`config.mk`:
```
export PLATFORM = sky130hd
export DESIGN_NAME = eth_header_writer
export DESIGN_NICKNAME = d
export VERILOG_FILES = /design/src/rtl/nf10_eth_pkg.sv /design/src/rtl/axis_reg_slice.sv /design/src/rtl/eth_header_writer.sv
export SDC_FILE = /design/constraint.sdc
export NUM_CORES = 1
export LEC_CHECK = 0
export BUFFER_PORTS_ARGS = -buffer_cell sky130_fd_sc_hd__buf_2
export CORE_AREA = 8 8 375 377
export DETAILED_ROUTE_END_ITERATION = 7
export DIE_AREA = 0 0 383 385
export SYNTH_ARGS = -nofsm -noshare
export SYNTH_HDL_FRONTEND = slang
export SYNTH_HIERARCHICAL = 1
export SYNTH_SLANG_ARGS = --single-unit
export TNS_END_PERCENT = 5
```
`constraint.sdc`:
```
create_clock -name clk -period 2.4 [get_ports clk]
set_input_delay 0.36 -clock clk [delete_from_list [all_inputs] [get_ports clk]]
set_output_delay 0.36 -clock clk [all_outputs]
set_load 0.05 [all_outputs]
```
`src/rtl/nf10_eth_pkg.sv`:
```
// Shared Ethernet constants for the NetFPGA-10G header parser and header writer.
// State codes are plain constants so older tools and netlists can share them.
package nf10_eth_pkg;

  localparam int MAC_WIDTH       = 48;
  localparam int DST_MAC_POS     = 0;
  localparam int SRC_MAC_POS     = 48;
  localparam int ETHERTYPE_POS   = 96;
  localparam int ETHERTYPE_WIDTH = 16;

  localparam logic [1:0] ST_WAIT_HDR   = 2'd0;
  localparam logic [1:0] ST_FIRST_WORD = 2'd1;
  localparam logic [1:0] ST_BODY       = 2'd2;

endpackage

```
`src/rtl/axis_reg_slice.sv`:
```
// Single-stage AXI-Stream register slice: full throughput, outputs driven from flops.
module axis_reg_slice #(
  parameter int DATA_WIDTH  = 256,
  parameter int TUSER_WIDTH = 128
) (
  input  logic                      clk,
  input  logic                      reset,
  input  logic [DATA_WIDTH-1:0]     s_tdata,
  input  logic [DATA_WIDTH/8-1:0]   s_tkeep,
  input  logic [TUSER_WIDTH-1:0]    s_tuser,
  input  logic                      s_tlast,
  input  logic                      s_tvalid,
  output logic                      s_tready,
  output logic [DATA_WIDTH-1:0]     m_tdata,
  output logic [DATA_WIDTH/8-1:0]   m_tkeep,
  output logic [TUSER_WIDTH-1:0]    m_tuser,
  output logic                      m_tlast,
  output logic                      m_tvalid,
  input  logic                      m_tready
);

  logic [DATA_WIDTH-1:0]   tdata_q, tdata_d;
  logic [DATA_WIDTH/8-1:0] tkeep_q, tkeep_d;
  logic [TUSER_WIDTH-1:0]  tuser_q, tuser_d;
  logic                    tlast_q, tlast_d;
  logic                    valid_q, valid_d;
  logic                    load;

  // The slot may be refilled in the same cycle its current beat is taken.
  assign s_tready = !valid_q || m_tready;
  assign load     = s_tvalid && s_tready;

  always_comb begin
    tdata_d = tdata_q;
    tkeep_d = tkeep_q;
    tuser_d = tuser_q;
    tlast_d = tlast_q;
    valid_d = valid_q;
    if (load) begin
      tdata_d = s_tdata;
      tkeep_d = s_tkeep;
      tuser_d = s_tuser;
      tlast_d = s_tlast;
      valid_d = 1'b1;
    end else if (m_tready) begin
      valid_d = 1'b0;
    end else begin
      valid_d = valid_q;
    end
  end

  always_ff @(posedge clk) begin
    if (reset) begin
      tdata_q <= '0;
      tkeep_q <= '0;
      tuser_q <= '0;
      tlast_q <= 1'b0;
      valid_q <= 1'b0;
    end else begin
      tdata_q <= tdata_d;
      tkeep_q <= tkeep_d;
      tuser_q <= tuser_d;
      tlast_q <= tlast_d;
      valid_q <= valid_d;
    end
  end

  assign m_tdata  = tdata_q;
  assign m_tkeep  = tkeep_q;
  assign m_tuser  = tuser_q;
  assign m_tlast  = tlast_q;
  assign m_tvalid = valid_q;

endmodule

```
`src/rtl/eth_header_writer.sv`:
```
// Ethernet header writer: overwrites MACs and the destination-port bitmap on the
// first beat of each packet and forwards the rest through one register stage.
module eth_header_writer
  import nf10_eth_pkg::*;
#(
  parameter int C_S_AXIS_DATA_WIDTH  = 256,
  parameter int C_S_AXIS_TUSER_WIDTH = 128,
  parameter int DST_PORT_POS         = 24,
  parameter int NUM_QUEUES           = 8
) (
  input  logic                               clk,
  input  logic                               reset,
  input  logic [47:0]                        hdr_dst_mac,
  input  logic [47:0]                        hdr_src_mac,
  input  logic [NUM_QUEUES-1:0]              hdr_dst_port,
  input  logic                               hdr_valid,
  output logic                               hdr_ready,
  input  logic [C_S_AXIS_DATA_WIDTH-1:0]     s_axis_tdata,
  input  logic [C_S_AXIS_DATA_WIDTH/8-1:0]   s_axis_tkeep,
  input  logic [C_S_AXIS_TUSER_WIDTH-1:0]    s_axis_tuser,
  input  logic                               s_axis_tlast,
  input  logic                               s_axis_tvalid,
  output logic                               s_axis_tready,
  output logic [C_S_AXIS_DATA_WIDTH-1:0]     m_axis_tdata,
  output logic [C_S_AXIS_DATA_WIDTH/8-1:0]   m_axis_tkeep,
  output logic [C_S_AXIS_TUSER_WIDTH-1:0]    m_axis_tuser,
  output logic                               m_axis_tlast,
  output logic                               m_axis_tvalid,
  input  logic                               m_axis_tready,
  output logic [31:0]                        pkt_count
);

  logic [1:0]                      state_q, state_d;
  logic [MAC_WIDTH-1:0]            dst_mac_q, dst_mac_d;
  logic [MAC_WIDTH-1:0]            src_mac_q, src_mac_d;
  logic [NUM_QUEUES-1:0]           dst_port_q, dst_port_d;
  logic [31:0]                     pkt_count_q, pkt_count_d;
  logic                            in_pkt;
  logic                            slice_ready;
  logic                            beat_acc;
  logic [C_S_AXIS_DATA_WIDTH-1:0]  fwd_tdata;
  logic [C_S_AXIS_TUSER_WIDTH-1:0] fwd_tuser;

  // Both readies are forced low while reset is held so nothing is taken mid-reset.
  assign in_pkt        = (state_q != ST_WAIT_HDR);
  assign hdr_ready     = !in_pkt && !reset;
  assign s_axis_tready = in_pkt && slice_ready && !reset;
  assign beat_acc      = s_axis_tvalid && s_axis_tready;

  always_comb begin
    state_d    = state_q;
    dst_mac_d  = dst_mac_q;
    src_mac_d  = src_mac_q;
    dst_port_d = dst_port_q;
    case (state_q)
      ST_WAIT_HDR: begin
        if (hdr_valid && hdr_ready) begin
          dst_mac_d  = hdr_dst_mac;
          src_mac_d  = hdr_src_mac;
          dst_port_d = hdr_dst_port;
          state_d    = ST_FIRST_WORD;
        end else begin
          state_d = ST_WAIT_HDR;
        end
      end
      ST_FIRST_WORD: begin
        if (beat_acc) begin
          state_d = s_axis_tlast ? ST_WAIT_HDR : ST_BODY;
        end else begin
          state_d = ST_FIRST_WORD;
        end
      end
      ST_BODY: begin
        if (beat_acc && s_axis_tlast) begin
          state_d = ST_WAIT_HDR;
        end else begin
          state_d = ST_BODY;
        end
      end
      default: begin
        state_d = ST_WAIT_HDR;
      end
    endcase
  end

  always_comb begin
    fwd_tdata = s_axis_tdata;
    fwd_tuser = s_axis_tuser;
    if (state_q == ST_FIRST_WORD) begin
      fwd_tdata[DST_MAC_POS +: MAC_WIDTH]    = dst_mac_q;
      fwd_tdata[SRC_MAC_POS +: MAC_WIDTH]    = src_mac_q;
      fwd_tuser[DST_PORT_POS +: NUM_QUEUES]  = dst_port_q;
    end else begin
      fwd_tdata = s_axis_tdata;
      fwd_tuser = s_axis_tuser;
    end
  end

  // A packet counts once its last beat leaves, not when it enters.
  always_comb begin
    if (m_axis_tvalid && m_axis_tready && m_axis_tlast) begin
      pkt_count_d = pkt_count_q + 32'd1;
    end else begin
      pkt_count_d = pkt_count_q;
    end
  end

  always_ff @(posedge clk) begin
    if (reset) begin
      state_q     <= ST_WAIT_HDR;
      dst_mac_q   <= '0;
      src_mac_q   <= '0;
      dst_port_q  <= '0;
      pkt_count_q <= 32'd0;
    end else begin
      state_q     <= state_d;
      dst_mac_q   <= dst_mac_d;
      src_mac_q   <= src_mac_d;
      dst_port_q  <= dst_port_d;
      pkt_count_q <= pkt_count_d;
    end
  end

  assign pkt_count = pkt_count_q;

  axis_reg_slice #(
    .DATA_WIDTH  (C_S_AXIS_DATA_WIDTH),
    .TUSER_WIDTH (C_S_AXIS_TUSER_WIDTH)
  ) u_out_slice (
    .clk      (clk),
    .reset    (reset),
    .s_tdata  (fwd_tdata),
    .s_tkeep  (s_axis_tkeep),
    .s_tuser  (fwd_tuser),
    .s_tlast  (s_axis_tlast),
    .s_tvalid (s_axis_tvalid && in_pkt),
    .s_tready (slice_ready),
    .m_tdata  (m_axis_tdata),
    .m_tkeep  (m_axis_tkeep),
    .m_tuser  (m_axis_tuser),
    .m_tlast  (m_axis_tlast),
    .m_tvalid (m_axis_tvalid),
    .m_tready (m_axis_tready)
  );

endmodule

```
==> reports/results.tsv, run 1 <==
metric	value	unit
status	complete, no violations	
drt initial violations	1707	
r2r worst-path depth	4	
Peak VDD IR	0.520	mV
CP Launch Point	reset	
Crit path max-delay family	buffers and inverters	
synthesized-area fraction occupied by adder cells	0.0504	%
flops & latches, synth	556	
Setup Skew	0.0253	ns
total congestion overflow	0	
Static Leak	16.1	nW
Post-synth EDFFs	0	
Worst setup SP type	primary input	
CTS tree	yes	
post_cts resized	0	
total CTS buffers	69	
cts hold-fix bufs	417	
mux share of post-synthesis cell area	4.76	%
routability cong.	0.900	
fin crit share	92.9	%
WP data required	2.04	ns
met3 usage in global routing	5.08	%
Async S/R FF share, synth	0	%
Worst Tran Pin Value	0.689	ns
WS Path Type	primary input to primary output	
YS warnings	6	
Max stage delay on crit path	0.58	ns
met2 GRT Util	22.5	%
Post-Syn Area per Cell	9.28	sq um
Vias/cell	4.37	
crit path capture type	primary output	
maximum fanout along the worst path	43	
Nets	4459	
f_max	449	MHz
layout cells sized above 1	40.7	%
final setup fails	0	
Crit Reg-Reg Startpoint	pkt_count[13]	
largest net degree at the start of global routing	132	
area grow syn2layout	52.9	%
total negative setup slack	0	ns
Main synth FF type	dfxtp_1	
Synth cell types	44	
global-route wire length before repair	161000	um
worst min-delay path startpoint	s_axis_tdata[132]	
ANT nets after route	0	
Rel. slew slack	54.0	%
vias in the first global route	25053	
final wirelength	112000	um
root buffer cell	clkbuf_16	
clock sinks	556	
post-detail-place hpwl	81200	um
drt wl/cell	19.3	um
postcts setup bufs	0	
GRT Resource Usage Total	14.1	%
worst path arrival time	1.87	ns
CP cell instances	dlygate4sd3_1, buf_8, buf_12, nor3b_2, buf_2	
H-tree depth	3	
initial antenna violation count	31	
min Tclk post-route	2.23	ns
Initial Utilization	18.4	%
reg2reg end	pkt_count[25]	
Post-Syn Area	24800	sq um
r2r setup slk	0.36	ns
RSZ-0062 raised after global routing	no	
I/O Buffers	977	
die area	147000	sq um
Synth Area in Simple Gates	15.0	%
CTS max path bufs	3	
FILL cells	14136	
Post-route DRC	0	
MaxCap Viol Count	0	
drt first pass iters	6	
Mapped Cells	2672	
area of the multi-input gates	12100	sq um
Worst Hold Depth	3	
sink of the worst hold path	u_out_slice/m_tdata[132]	
die width	383	um
final slew viol count	0	
Synth Area in XOR/XNOR	0.282	%
FF+latch area	11100	sq um
die height	385	um
GRT Max-Usage Layer	met2	
CP max-delay cell	dlygate4sd3_1	
Pwr Density	684	nW/um^2
Clk Latency, worst-skew pair	0.65	ns
grt met1 use	16.8	%
worst path bufs/invs	4	
syn_nets	3199	
Final Hold Viols	0	
hold crit path type	primary input to flop	
floorplan row count	135	
Hold WS	0.0987	ns
compound-gate portion of the synthesized area	28.6	%
CTS clk-pin slew, worst paths	0.06	ns
via count	25294	
register area share after synthesis	44.9	%
largest family of logic cells by synthesized area	compound AO/OA/AOI/OAI gates	
num ports	978	
Core ar.	135000	sq um
worst register-to-register path, cell delays in order (launching register included):
cell     delay [ns]
dfxtp_1        0.42
and4_1         0.35
nand4_2        0.42
or4_1          0.64
a21oi_1        0.15
sequential cells by signal, indices dropped and copies added (netlist names):
register              cells
pkt_count                32
u_out_slice/m_tkeep      32
dst_port_q                8
u_out_slice/m_tlast       1
u_out_slice/m_tdata     256
state_q                   2
u_out_slice/m_tuser     128
dst_mac_q                48
u_out_slice/m_tvalid      1
src_mac_q                48
layout by cell type (no fill, tap or decap), types with 5 or more instances in the layout:
| cell type | n |
|---|---|
| a21bo_1 | 80 |
| a21bo_2 | 337 |
| a21oi_1 | 440 |
| buf_12 | 27 |
| buf_2 | 976 |
| buf_4 | 58 |
| bufinv_16 | 5 |
| clkbuf_1 | 11 |
| clkbuf_16 | 71 |
| clkbuf_8 | 19 |
| clkinv_2 | 5 |
| dfxtp_1 | 556 |
| diode_2 | 30 |
| dlygate4sd3_1 | 417 |
| mux2_2 | 104 |
| nand2_1 | 118 |
| nand2b_1 | 105 |
| nand3_1 | 427 |
| nand4_1 | 10 |
| nor2_1 | 11 |
| o21ai_0 | 109 |
| o31ai_1 | 13 |
| or3_1 | 5 |
| or4_1 | 14 |
| xnor2_1 | 5 |
cell families after synthesis:
kind of cell	Yosys count
buffers and inverters	294
XOR/XNOR	8
AND/OR/NAND/NOR	721
adder cells (fa/ha/maj)	1
AO/OA/AOI/OAI	987
flip-flops	556
multiplexers	105
stage by stage:
stage | util [%] | instance area [sq um] | instances | total power, mW | setup WS, ns
2_1_floorplan | - | 24800 | 2672 | 13.2 | -0.154
3_3_place_gp | 23.3 | 31400 | 5225 | 14.6 | 0.402
3_5_place_dp | 23.3 | 31400 | 5225 | 14.7 | 0.385
4_1_cts | 28.1 | 37900 | 5760 | 26.2 | 0.123
5_1_grt | 28.2 | 37900 | 5781 | 27.0 | 0.0839
6_report | 28.2 | 37900 | 5790 | 25.9 | 0.171
routing by layer:
metal / vias to the layer above / share of wire (%)
met5: - / 0.047
met2: 1033 / 46
li1: 12039 / -
met1: 11974 / 40
met3: 240 / 9.2
met4: 8 / 4.1
worst max path at each step:
stage	endpoint	slack (ns)	cells past startpoint
6_report	s_axis_tready	0.17	5
5_1_grt	s_axis_tready	0.08	5
4_1_cts	s_axis_tready	0.12	5
3_5_place_dp	pkt_count[16]	0.38	5
3_3_place_gp	pkt_count[16]	0.40	5
2_1_floorplan	dst_mac_q[13]	-0.15	8
Yosys cell counts, types with 5 or more instances:
cell,count,area [sq um]
dfxtp_1,556,11100
a21oi_1,440,2200
nand3_1,427,2140
a21bo_2,337,3370
clkbuf_1,123,462
nand2_1,118,443
o21ai_0,109,546
nand2b_1,106,663
mux2_2,104,1170
buf_2,95,475
a21bo_1,80,801
buf_6,40,450
buf_4,16,120
buf_1,15,56.3
or4_1,14,105
o31ai_1,13,97.6
nor2_1,11,41.3
nand4_1,10,62.6
or3_1,5,31.3
xnor2_1,5,43.8
where the power goes:
group          switching [mW]  internal [mW]  total [mW]
combinational            3.08           1.98        5.06
clock                    4.33           6.54        10.9
sequential              0.276           9.74        10.0
total                    7.69           18.3        25.9
final cells by class:
cell class | count | share of cell area (%)
Antenna cell | 30 | 0.198
Multi-Input combinational cell | 1822 | 31.9
Sequential cell | 556 | 29.3
Clock buffer | 101 | 5.48
Clock inverter | 17 | 0.663
Timing Repair Buffer | 1479 | 26.5
Inverter | 4 | 0.0396
Tap cell | 1781 | 5.87
(Power assumes the default switching activity.)
==> run 2, diff against run 1 <==
CELL_PAD_IN_SITES_DETAIL_PLACEMENT = 0   (was unset)
CELL_PAD_IN_SITES_GLOBAL_PLACEMENT = 1   (was unset)
CORE_AREA = 8 8 373 375   (was 8 8 375 377)
DIE_AREA = 0 0 381 383   (was 0 0 383 385)
PLACE_DENSITY_LB_ADDON = 0.1   (was unset)
==> reports/results.tsv, run 2 (synthesis results as in run 1) <==
metric	value	unit	change
Peak VDD IR	0.433	mV	-17%
Final Hold Viols	0		unchanged
post-detail-place hpwl	89500	um	+10%
global-route wire length before repair	177000	um	+10%
Rel. slew slack	55.1	%	+1.1 points
Clk pwr share	43.8	%	+1.9 points
total CTS buffers	77		+12%
commonest non-fill, non-tap cell in the layout	buf_2		
cts hold-fix bufs	411		-1.4%
Crit Reg-Reg Startpoint	pkt_count[1]		
area grow syn2layout	53.4	%	
Switch Pwr	7.93	mW	+3.1%
floorplan row count	134		-0.74%
RSZ-0062 raised after global routing	no		
Vias/cell	4.23		-3.3%
Hold WS	0.0426	ns	-0.0561 ns
dpl cells	5201		-0.46%
post_cts resized	0		unchanged
Initial Utilization	18.7	%	+0.25 points
MaxCap Viol Count	0		unchanged
r2r worst-path depth	5		+1
fin crit share	87.5	%	-5.3 points
Worst setup SP type	flop		
crit path to	s_axis_tready		
Non-Filler Instances	5763		-0.47%
CP Launch Point	state_q[0]		
Nets	4450		-0.20%
final slew viol count	0		unchanged
hold crit path type	primary input to flop		
met2 wire len	58000	um	+12%
fin util	28.7	%	+0.48 points
total congestion overflow	0		unchanged
CP cell instances	nor2_1, nor3b_2, buf_2		
initial antenna violation count	35		+13%
status	complete, no violations		
Setup Skew	0.0361	ns	+0.0108 ns
die width	381	um	-0.52%
I/O Buffers	977		unchanged
CTS tree	yes		
FILL cells	14666		+3.7%
Switching Share	29.6	%	-0.047 points
final setup fails	0		unchanged
Worst Tran Pin Value	0.673	ns	-0.0160 ns
drt wl/cell	21.1	um	+9.2%
CP max-delay cell	dfxtp_1		
f_max	476	MHz	+6.1%
num ports	978		unchanged
Post-DP Area	31400	sq um	about the same
CTS clk-pin slew, worst paths	0.05	ns	about the same
GRT Resource Usage Total	15.8	%	+1.7 points
WP data required	2.04	ns	about the same
CTS max path bufs	3		unchanged
Final Cell Area	38000	sq um	+0.30%
vias in the first global route	25508		+1.8%
Post-route DRC	0		unchanged
reg2reg end	pkt_count[14]		
top sig layer	met5		
Pint	18.9	mW	+3.4%
root buffer cell	clkbuf_16		
routability cong.	0.745		-17%
worst path arrival time	1.74	ns	-0.13 ns
met1 WL	49900	um	+10%
H-tree depth	3		unchanged
layout cells sized above 1	40.6	%	-0.19 points
drt initial violations	1082		-37%
drt first pass iters	4		-2
r2r setup slk	0.34	ns	-0.02 ns
postcts setup bufs	0		unchanged
die height	383	um	-0.52%
clock sinks	556		unchanged
Clk Latency, worst-skew pair	0.66	ns	about the same
Pwr Density	704	nW/um^2	+3.0%
via count	24356		-3.7%
Largest register FFs	256		unchanged
final wirelength	122000	um	+8.7%
Comb power frac	19.0	%	-0.5 points
die area	146000	sq um	-1.0%
Core ar.	133000	sq um	-1.4%
commonest non-fill, non-tap cells in the layout	976 x buf_2, 556 x dfxtp_1, 440 x a21oi_1, 427 x nand3_1, 411 x dlygate4sd3_1		
WS Path Type	flop to primary output		
crit path capture type	primary output		
maximum fanout along the worst path	6		-86%
Static Leak	16.1	nW	+0.41%
Sequential Power Share	37.3	%	-1.3 points
ANT nets after route	0		unchanged
Max stage delay on crit path	0.46	ns	-0.12 ns
largest net degree at the start of global routing	123		-6.8%
met3 WL	9230	um	-11%
min Tclk post-route	2.10	ns	-0.128 ns
run 2: cell count changes in the layout (fill, tap and decap cells not counted), moves of 2 or more:
| cell | previous run | this run |
|---|---|---|
| clkbuf_16 | 71 | 79 |
| inv_6 | 4 | 2 |
| clkbuf_8 | 19 | 15 |
| clkinv_2 | 5 | 7 |
| diode_2 | 30 | 15 |
| dlygate4sd3_1 | 417 | 411 |
| buf_12 | 27 | 35 |
| buf_4 | 58 | 39 |
| clkbuf_1 | 11 | 25 |
run 2: worst min path at each step:
stage | startpoint | end | depth (start not counted)
after CTS | hdr_dst_mac[4] | dst_mac_q[4] | 3
after global routing | s_axis_tdata[145] | u_out_slice/m_tdata[145] | 3
after global placement | dst_mac_q[6] | dst_mac_q[6] | 2
final | hdr_dst_mac[4] | dst_mac_q[4] | 3
after floorplan | dst_mac_q[21] | dst_mac_q[21] | 2
after detailed placement | src_mac_q[41] | src_mac_q[41] | 2
run 2: per-stage QoR:
step	setup TNS (ns)	total power [mW]	worst slack (ns)
after CTS	0	27.5	0.217
after floorplan	-3.33	13.2	-0.154
final	0	26.8	0.299
after global routing	0	28.2	0.167
after detailed placement	0	14.8	0.338
after global placement	0	14.8	0.341
run 2: final cells by class:
class                           instances  area [sq um]  share of cell area, %
Inverter                                4          15.0                 0.0395
Tap cell                             1768          2210                   5.81
Antenna cell                           15          37.5                 0.0987
Timing Repair Buffer                 1462         10000                   26.3
Clock buffer                          119          2280                   5.99
Multi-Input combinational cell       1822         12100                   31.8
Sequential cell                       556         11100                   29.3
Clock inverter                         17           265                  0.697
run 2: worst max-delay path: cells and delay by family (launching register included):
family / cells / cell delay [ns]
simple gates: 2 / 0.31
buf+inv: 1 / 0.31
flops: 1 / 0.46
run 2: per-layer routing:
layer / track usage, % / up-vias
met1: 18.4 / 11394
li1: - / 12033
met2: 26.5 / 722
met5: 0 / -
met4: 5.74 / 10
met3: 5.87 / 197
run 2: power by group through the flow:
stage	clock, mW	combinational [mW]	sequential (mW)
after CTS	12.3	5.19	9.99
after global placement	0	4.60	10.2
final	11.7	5.09	9.98
after global routing	12.6	5.46	10.0
after detailed placement	0	4.58	10.2
after floorplan	0	1.78	11.4
==> run 3, diff against run 2 <==
MAX_ROUTING_LAYER = met4   (was unset)
TNS_END_PERCENT = 100   (was 5)
==> reports/results.tsv, run 3 (synthesis results as in run 1) <==
metric	value	unit	change
maximum fanout along the worst path	13		+7
Nets	4448		-0.045%
Worst Tran Pin Value	1.03	ns	+0.352 ns
total CTS buffers	78		+1.3%
Peak VDD IR	0.474	mV	+9.5%
layout cells sized above 1	40.5	%	-0.050 points
Vias/cell	4.22		-0.26%
WS Path Type	flop to primary output		
r2r worst-path depth	4		-1
min Tclk post-route	2.17	ns	+0.0673 ns
RSZ-0062 raised after global routing	no		
Crit Reg-Reg Startpoint	pkt_count[13]		
area grow syn2layout	53.3	%	about the same
reg2reg end	pkt_count[31]		
routability cong.	0.784		+5.3%
total congestion overflow	0		unchanged
Core ar.	133000	sq um	unchanged
floorplan row count	134		unchanged
Initial Utilization	18.7	%	unchanged
crit path to	s_axis_tready		
die width	381	um	unchanged
Worst Hold Depth	3		unchanged
post_cts resized	0		unchanged
final slew viol count	0		unchanged
status	complete, no violations		
final wirelength	123000	um	+1.1%
Largest register FFs	256		unchanged
ANT nets after route	0		unchanged
num ports	978		unchanged
Setup Skew	0.0249	ns	-0.0112 ns
Final Hold Viols	0		unchanged
CTS clk-pin slew, worst paths	0.05	ns	about the same
worst path arrival time	1.81	ns	+0.07 ns
CTS tree	yes		
global-route wire length before repair	177000	um	about the same
Clk Latency, worst-skew pair	0.66	ns	about the same
crit path capture type	primary output		
Crit path max-delay family	simple AND/OR/NAND/NOR gates		
overall power	26.5	mW	-1.0%
area of the multi-input gates	12100	sq um	about the same
GRT Resource Usage Total	16.4	%	+0.58 points
Max stage delay on crit path	0.37	ns	-0.09 ns
die area	146000	sq um	unchanged
final setup fails	0		unchanged
worst min-delay path startpoint	s_axis_tuser[51]		
H-tree depth	3		unchanged
commonest non-fill, non-tap cells in the layout	976 x buf_2, 556 x dfxtp_1, 440 x a21oi_1, 427 x nand3_1, 411 x dlygate4sd3_1		
fin crit share	90.3	%	+2.8 points
commonest non-fill, non-tap cell in the layout	buf_2		
I/O Buffers	977		unchanged
die height	383	um	unchanged
cell depth of the worst setup path	3		unchanged
via count	24373		+0.070%
Rel. slew slack	31.7	%	-23 points
CTS max path bufs	3		unchanged
vias in the first global route	25371		-0.54%
f_max	461	MHz	-3.1%
r2r setup slk	0.34	ns	about the same
drt first pass iters	6		+2
worst path bufs/invs	1		unchanged
drt initial violations	1151		+6.4%
MaxCap Viol Count	0		unchanged
Worst setup SP type	flop		
FILL cells	14575		-0.62%
root buffer cell	clkbuf_16		
CP cell instances	nand2b_4, nor3b_2, buf_2		
clock sinks	556		unchanged
Post-route DRC	0		unchanged
initial antenna violation count	50		+43%
hold crit path type	primary input to flop		
FF+latch area	11100	sq um	unchanged
post-detail-place hpwl	91100	um	+1.8%
Pwr Density	698	nW/um^2	-0.93%
total negative setup slack	0	ns	unchanged
CP Launch Point	u_out_slice/m_tvalid		
largest net degree at the start of global routing	160		+30%
WP data required	2.04	ns	about the same
fin util	28.6	%	about the same
drt wl/cell	21.3	um	+0.76%
Static Leak	16.1	nW	-0.40%
CP max-delay cell	dfxtp_1		
-- run 3: changes by cell type in the layout (fill, tap and decap cells not counted), sizes merged --
cell,previous run,this run
clkinv,9,6
clkbuf,119,125
inv,6,5
clkinvlp,0,1
bufinv,6,1
buf,1051,1048
diode,15,39
-- run 3: layer usage --
metal | global-route usage (%) | routed length, um
met4 | 6.28 | 4310
met5 | - | 0
met1 | 18.2 | 50500
met3 | 5.84 | 9280
met2 | 26.9 | 58800
-- run 3: metrics by stage --
| stage | hold slack [ns] | instance area (sq um) | setup WS, ns | std cells |
|---|---|---|---|---|
| after floorplan | 0.447 | 24800 | 0.167 | 2672 |
| after global routing | 0.0183 | 38000 | 0.106 | 5777 |
| after detailed placement | 0.462 | 31300 | 0.341 | 5198 |
| after CTS | 0.000383 | 37900 | 0.119 | 5743 |
| final | 0.0573 | 38000 | 0.232 | 5782 |
| after global placement | 0.461 | 31300 | 0.349 | 5198 |
-- run 3: layout make-up --
cell class | instances | share of cell area, %
inverter | 4 | 0.0395
sequential | 556 | 29.3
tap | 1768 | 5.82
timing repair buffer | 1459 | 26.2
clock inverter | 9 | 0.260
clock buffer | 125 | 6.27
antenna | 39 | 0.257
multi-input combinational | 1822 | 31.8
-- run 3: power by group --
group	total [mW]	internal [mW]	switching, mW
clock network	11.5	6.86	4.62
logic	5.08	1.97	3.11
registers	9.98	9.74	0.233
-- run 3: worst min path at each step --
stage / endpoint / slack, ns
6_report: u_out_slice/m_tuser[51] / 0.06
5_1_grt: u_out_slice/m_tdata[110] / 0.02
4_1_cts: u_out_slice/m_tuser[51] / 0.0004
3_5_place_dp: src_mac_q[15] / 0.46
3_3_place_gp: src_mac_q[21] / 0.46
2_1_floorplan: dst_mac_q[21] / 0.45
-- run 3: what timing repair did --
item | CTS | global route
hold endpoints to repair | 411 | 0
setup buffers | 0 | 0
hold buffers | 411 | 0
-- run 3: worst register-to-register path: stages, from the launching register on --
cell     delay, ns
dfxtp_1       0.42
and4_1        0.37
nand4_2       0.41
or4_1         0.63
a21oi_1       0.15
